--- config.mk ---
export PLATFORM = sky130hd
export DESIGN_NAME = frame_word_packer
export DESIGN_NICKNAME = d
export VERILOG_FILES = /design/src/rtl/stereo_pkg.sv /design/src/rtl/pixel_word_lanes.sv /design/src/rtl/frame_word_packer.sv
export SDC_FILE = /design/constraint.sdc
export NUM_CORES = 1
export LEC_CHECK = 0
export ABC_AREA = 1
export CAP_MARGIN = 30
export CORE_MARGIN = 8
export CORE_UTILIZATION = 59
export CTS_BUF_LIST = sky130_fd_sc_hd__clkbuf_2 sky130_fd_sc_hd__clkbuf_4 sky130_fd_sc_hd__clkbuf_8
export DETAILED_ROUTE_END_ITERATION = 8
export PLACE_DENSITY = 0.82
export SETUP_SLACK_MARGIN = 0.5
export SLEW_MARGIN = 30
export SYNTH_ARGS = -nofsm -noshare
export SYNTH_HDL_FRONTEND = slang
export SYNTH_HIERARCHICAL = 1
export SYNTH_SLANG_ARGS = --single-unit
--- constraint.sdc ---
create_clock -name clk_in -period 2.8 [get_ports clk_in]
set_input_delay 0.7 -clock clk_in [delete_from_list [all_inputs] [get_ports clk_in]]
set_output_delay 0.7 -clock clk_in [all_outputs]
set_load 0.05 [all_outputs]
--- src/rtl/stereo_pkg.sv ---
// Shared frame-buffer geometry and packer state encoding for the stereo disparity datapath.
// The matcher reads the same constants, so the address layout stays consistent between the two.
package stereo_pkg;
    localparam int PIX_W         = 8;
    localparam int BLOCK_SIZE    = 6;
    localparam int IMG_WIDTH     = 240;
    localparam int IMG_HEIGHT    = 320;
    localparam int WORDS_PER_ROW = IMG_WIDTH / BLOCK_SIZE;
    localparam int FB_ADDR_W     = $clog2(IMG_HEIGHT * WORDS_PER_ROW);

    typedef enum logic [1:0] {
        WAIT_SOF = 2'd0,
        PACK     = 2'd1,
        HANDOFF  = 2'd2,
        BUSY     = 2'd3
    } packer_state_t;
endpackage

--- src/rtl/pixel_word_lanes.sv ---
// Collects BLOCK_SIZE pixels into one word; word_done is combinational on the final lane.
// Latency 0 (word valid with the last pixel); no backpressure, shifts whenever shift_vld is high.
module pixel_word_lanes #(
    parameter int BLOCK_SIZE = 6,
    parameter int PIX_W      = 8
) (
    input  logic                        clk,
    input  logic                        rst_n,
    input  logic                        shift_vld,
    input  logic                        restart,
    input  logic [PIX_W-1:0]            pixel_dat,
    output logic                        word_done,
    output logic [BLOCK_SIZE*PIX_W-1:0] word_dat
);
    localparam int LW = (BLOCK_SIZE > 1) ? $clog2(BLOCK_SIZE) : 1;
    localparam logic [LW-1:0] LANE_LAST = LW'(BLOCK_SIZE - 1);

    // The last lane is never stored: it is taken straight from pixel_dat.
    logic [BLOCK_SIZE-2:0][PIX_W-1:0] lanes;
    logic [LW-1:0]                    lane_cnt;

    always_ff @(posedge clk or negedge rst_n) begin
        if (!rst_n) begin
            lanes    <= '0;
            lane_cnt <= '0;
        end else if (shift_vld) begin
            if (restart) begin
                lanes[0] <= pixel_dat;
                lane_cnt <= LW'(1);
            end else if (lane_cnt == LANE_LAST) begin
                lane_cnt <= '0;
            end else begin
                lanes[lane_cnt] <= pixel_dat;
                lane_cnt        <= lane_cnt + LW'(1);
            end
        end
    end

    assign word_done = shift_vld && !restart && (lane_cnt == LANE_LAST);
    assign word_dat  = {pixel_dat, lanes};
endmodule

--- src/rtl/frame_word_packer.sv ---
// Packs one camera's raster pixel stream into BLOCK_SIZE-pixel words for the frame-buffer BRAM.
// Write 1 cycle after the block's last pixel; no backpressure (BUSY drops frames); STEREO_DROP_COUNT_EN adds drop_count_out.
module frame_word_packer
    import stereo_pkg::packer_state_t;
    import stereo_pkg::WAIT_SOF;
    import stereo_pkg::PACK;
    import stereo_pkg::HANDOFF;
    import stereo_pkg::BUSY;
#(
    parameter int IMG_WIDTH  = stereo_pkg::IMG_WIDTH,
    parameter int IMG_HEIGHT = stereo_pkg::IMG_HEIGHT,
    parameter int BLOCK_SIZE = stereo_pkg::BLOCK_SIZE,
    parameter int PIX_W      = stereo_pkg::PIX_W
) (
    input  logic                                              clk_in,
    input  logic                                              rst_n_in,
    input  logic                                              pixel_valid_in,
    input  logic [PIX_W-1:0]                                  pixel_in,
    input  logic                                              sof_in,
    input  logic                                              core_done_in,
    output logic                                              wr_en_out,
    output logic [$clog2(IMG_HEIGHT*IMG_WIDTH/BLOCK_SIZE)-1:0] wr_addr_out,
    output logic [BLOCK_SIZE*PIX_W-1:0]                       wr_data_out,
    output logic                                              writing_image_out,
    output logic                                              frame_ready_out
`ifdef STEREO_DROP_COUNT_EN
    ,
    output logic [7:0]                                        drop_count_out
`endif
);
    localparam int ADDR_W = $clog2(IMG_HEIGHT * IMG_WIDTH / BLOCK_SIZE);
    localparam int XW     = $clog2(IMG_WIDTH);
    localparam int YW     = $clog2(IMG_HEIGHT);
    localparam logic [XW-1:0]     X_LAST = XW'(IMG_WIDTH - 1);
    localparam logic [YW-1:0]     Y_LAST = YW'(IMG_HEIGHT - 1);
    localparam logic [ADDR_W-1:0] WPR    = ADDR_W'(IMG_WIDTH / BLOCK_SIZE);

    packer_state_t state, state_nxt;

    logic [XW-1:0]              x;
    logic [YW-1:0]              y;
    logic [ADDR_W-1:0]          word_idx;
    logic [ADDR_W-1:0]          row_base;
    logic                       final_wr;
    logic                       word_done;
    logic [BLOCK_SIZE*PIX_W-1:0] word_dat;

    logic sof_vld, pack_open, start, pix_acc, last_pix;

    // The final-write cycle still counts as PACK but no longer accepts pixels.
    assign sof_vld   = pixel_valid_in && sof_in;
    assign pack_open = (state == PACK) && !final_wr;
    assign start     = sof_vld && ((state == WAIT_SOF) || pack_open ||
                                   ((state == BUSY) && core_done_in));
    assign pix_acc   = pixel_valid_in && !sof_in && pack_open;
    assign last_pix  = pix_acc && (x == X_LAST) && (y == Y_LAST);

    pixel_word_lanes #(
        .BLOCK_SIZE (BLOCK_SIZE),
        .PIX_W      (PIX_W)
    ) u_lanes (
        .clk       (clk_in),
        .rst_n     (rst_n_in),
        .shift_vld (start || pix_acc),
        .restart   (start),
        .pixel_dat (pixel_in),
        .word_done (word_done),
        .word_dat  (word_dat)
    );

    always_ff @(posedge clk_in or negedge rst_n_in) begin
        if (!rst_n_in) state <= WAIT_SOF;
        else           state <= state_nxt;
    end

    always_comb begin
        state_nxt = state;
        case (state)
            WAIT_SOF: if (start) state_nxt = PACK;
            PACK:     if (final_wr) state_nxt = HANDOFF;
            HANDOFF:  state_nxt = BUSY;
            BUSY: begin
                if (start)             state_nxt = PACK;
                else if (core_done_in) state_nxt = WAIT_SOF;
            end
            default:  state_nxt = WAIT_SOF;
        endcase
    end

    // Raster position; word_idx rides alongside x so the address needs only an adder.
    always_ff @(posedge clk_in or negedge rst_n_in) begin
        if (!rst_n_in) begin
            x        <= '0;
            y        <= '0;
            word_idx <= '0;
            row_base <= '0;
        end else if (start) begin
            x        <= XW'(1);
            y        <= '0;
            word_idx <= '0;
            row_base <= '0;
        end else if (pix_acc) begin
            if (x == X_LAST) begin
                x        <= '0;
                y        <= y + YW'(1);
                word_idx <= '0;
                row_base <= row_base + WPR;
            end else begin
                x <= x + XW'(1);
                if (word_done) word_idx <= word_idx + ADDR_W'(1);
            end
        end
    end

    always_ff @(posedge clk_in or negedge rst_n_in) begin
        if (!rst_n_in) begin
            wr_en_out   <= 1'b0;
            wr_addr_out <= '0;
            wr_data_out <= '0;
            final_wr    <= 1'b0;
        end else begin
            wr_en_out <= word_done;
            final_wr  <= last_pix;
            if (word_done) begin
                wr_addr_out <= row_base + word_idx;
                wr_data_out <= word_dat;
            end
        end
    end

    assign writing_image_out = (state == PACK);
    assign frame_ready_out   = (state == HANDOFF);

`ifdef STEREO_DROP_COUNT_EN
    logic       drop;
    logic [7:0] drop_cnt;

    // An SOF we cannot take (core still busy) or one that aborts a frame in flight.
    assign drop = sof_vld && (pack_open || (state == HANDOFF) ||
                              ((state == BUSY) && !core_done_in));

    always_ff @(posedge clk_in or negedge rst_n_in) begin
        if (!rst_n_in)                     drop_cnt <= 8'd0;
        else if (drop && drop_cnt != 8'hFF) drop_cnt <= drop_cnt + 8'd1;
    end

    assign drop_count_out = drop_cnt;
`endif
endmodule

==> results.cfg <==
[synthesis]
synth_largest_type_area_fraction_pct = 49.4
synth_ff_type = sky130_fd_sc_hd__dfrtp_1
mappedNetlistArea_sq_um = 7650
ys_warn_count = 6
ys_top_cells_by_area = sky130_fd_sc_hd__dfrtp_1 49%, sky130_fd_sc_hd__nand2_1 19%, sky130_fd_sc_hd__nand3_1 5.5%
synth_enable_flop_cells = 0
post_synth_num_cell_types = 42
yosysMostFrequentCell = sky130_fd_sc_hd__nand2_1
share_of_flip_flops_with_an_asynchronous_set_or_reset_after_synthesis_pct = 100
synth_top_cell_by_area = sky130_fd_sc_hd__dfrtp_1
syn_avg_cell_area_sq_um = 7.93
portion_of_the_post_synthesis_area_used_by_sequential_elements_pct = 49.4
post_synth_most_frequent_cells = 394 x sky130_fd_sc_hd__nand2_1, 151 x sky130_fd_sc_hd__dfrtp_1, 84 x sky130_fd_sc_hd__nand3_1, 68 x sky130_fd_sc_hd__inv_1, 58 x sky130_fd_sc_hd__nor2_1
synthesis.instances = 965
postSynthNetCount = 998
ys_ff_latch = 151

[floorplanning]
floorplan.io_pins = 78
fp.dieArea_sq_um = 16900
core_sq_um = 12700
die_w_microns = 130
initial_core_util_pct = 60.4
placementRows = 41
die_y_microns = 130

[timing]
finalMaxSlewViolations = 0
worst_clock_skew_ns = 0.00738
clock.fmax_mhz = 466
timing.max_slew.rel_slack_pct = 61.9
worst_slew_pin_slew_ns = 0.566
min_tclk_post_route_ns = 2.14
report.final.setup_viol = 0
setup_repair_after_global_routing_missed_its_margin = false
final_hold_viol_count = 0
post-route-period-util_pct = 76.6
totalNegativeSetupSlack_ns = 0

[final_layout]
n_antenna_cell = 0
final_cell_area_sq_um = 8970
proportion_of_layout_cells_with_a_drive_suffix_above_1_pct = 9.12
nets = 1073
layout-area-overhead-vs-synth_pct = 17.2

[cts]
cts_tree = done
path_clk_slew_ns = 0.08
htreeDepth = 4
clkSinkCount = 151
clockRootBuffer = sky130_fd_sc_hd__clkbuf_8
cts_made_buffers = 17
clk_latency_ns = 0.46
clock_path_buffers = 2

[place]
finalWeightedCongestion = 0.883
port-buffer-count = 77
dp_hpwl_mm = 11.5
dpl_cell_area_sq_um = 8580

[routing]
drt_pre_antenna_iters = 6
post-route-drc-count = 0
iteration_0_drc_count_of_the_detailed_router = 583
routed_via_density = 5.29
wire_per_inst_microns = 13.9
antenna_violating_nets_post_route = 0
wl_mm = 17.0
route.vias.total = 6475

[status]
outcome = finished, final reports clean

[pwr]
power.density_cell_area_nw_per_um2 = 902
cell_internal_pwr_mw = 4.64
power.sequential.fraction_pct = 40.2
power_share_of_the_clock_group_pct = 23.2
power.leakage_nw = 4.98
p_sw_share_pct = 42.7
power.switching_mw = 3.45
share_comb_of_total_power_pct = 36.6
max-vdd-ir-drop_v = 0.000649

[job]
cap_violations = 0

[global_route]
maximum_number_of_pins_on_one_net_before_global_route_repair = 65
grt.overflow.total = 0
antenna_violations_before_repair = 0
via_count_of_the_first_global_routing_pass = 6231
grt_util_all_layers_pct = 21.5
grt_pass1_wl_mm = 29.0

[critical_path]
startpoint_type = flip-flop
critical_path.n_buffers_inverters = 2
crit_slowest_cell = sky130_fd_sc_hd__dfrtp_2
endpoint_kind = output pin
cpLargestDelayFamily = flip-flops
worst_ep_required_ns = 2.10
timing_worst_setup_path_type = reg2out
critical_path_fanouts_max = 4
cp_cell_sequence = inv_1, ha_1, buf_2
timing.critical_path.slowest_cell_delay_ns = 0.46
crit_arrival_ns = 1.44

[worst_hold_path]
kind_of_path_behind_the_tightest_hold_check = in2async
[flip-flops by register name (all words and copies together) (netlist names)]
signal            count
u_lanes/word_dat     40
wr_en_out             1
u_lanes/lane_cnt      3
wr_data_out          48
row_base             11
state                 2
final_wr              1
x                     8
y                     9
wr_addr_out          14
word_idx             14
[layout by cell type, fill, tap and decap left out, drive strengths merged, types with 19 or more instances in the layout]
master | netlist | routed
ha | 20 | 20
dlygate4sd2 | 0 | 63
nand3 | 87 | 87
clkbuf | 9 | 19
nor2 | 68 | 68
nand4 | 27 | 27
o21ai | 43 | 43
inv | 78 | 81
nand2 | 406 | 406
dfrtp | 151 | 151
[cell type report]
type	instances	area, sq um
Tap cell	172	215
Clock buffer	19	262
Timing Repair Buffer	91	838
Multi-Input combinational cell	699	3380
Fill cell	1043	3700
Sequential cell	151	3780
Clock inverter	13	191
Inverter	80	302
[what timing repair did]
action	in CTS	in global routing
pin swaps	0	1
setup buffers	0	1
endpoints found under the hold margin	0	0
gates resized for setup	70	7
hold buffers	0	0
endpoints found under the setup margin	67	12
[per-stage QoR]
step                      power, mW  std cells  setup slack [ns]  hold WS [ns]  util (%)
final                          8.09       1225             0.655         0.147      70.8
after global routing           8.56       1225             0.505         0.159      70.8
after CTS                      8.13       1224             0.492         0.133      70.7
after global placement         6.37       1192             0.187         0.453      67.7
after detailed placement       6.45       1192             0.146         0.457      67.7
after floorplan                5.43        965             0.514         0.404         -
[worst paths after layout]
check                                      startpoint                     endpoint  slack (ns)  cells after the start
min reg2reg                wr_data_out[3]$_DFFE_PN0P_   wr_data_out[3]$_DFFE_PN0P_        0.47                      2
max                              state[0]$_DFFE_PN0P_              frame_ready_out        0.66                      3
min                                          rst_n_in  wr_addr_out[11]$_DFFE_PN0P_        0.15                      1
max in group asynchronous                    rst_n_in   wr_addr_out[1]$_DFFE_PN0P_        2.00                      2
min in group clk_in        wr_data_out[3]$_DFFE_PN0P_   wr_data_out[3]$_DFFE_PN0P_        0.47                      2
max reg2reg                      state[0]$_DFFE_PN0P_     word_idx[10]$_DFFE_PN0P_        0.69                     16
[cell families after synthesis]
family,share of synthesized area (%)
xor gates and xnor gates,0.915
DFF,49.4
buffers and inverters,6.98
and+or+nand+nor,34.4
other,0.0490
AOI/OAI and AO/OA,5.07
adders and majority gates,3.27
[metal layers]
layer	global-route usage (%)	up-vias	routed length, microns
met2	34.1	194	7840
met5	0	-	0
met1	28.1	3024	7810
li1	-	3227	-
met3	3.92	30	1040
met4	10.0	0	355
[power groups by stage]
| stage | registers, mW | logic [mW] | clock network, mW |
|---|---|---|---|
| after floorplan | 4.14 | 1.29 | 0 |
| after global placement | 3.28 | 3.09 | 0 |
| after detailed placement | 3.29 | 3.16 | 0 |
| after CTS | 3.25 | 2.97 | 1.91 |
| after global routing | 3.34 | 3.23 | 2.00 |
| final | 3.25 | 2.96 | 1.88 |
Power figures use the tool's default switching activity.
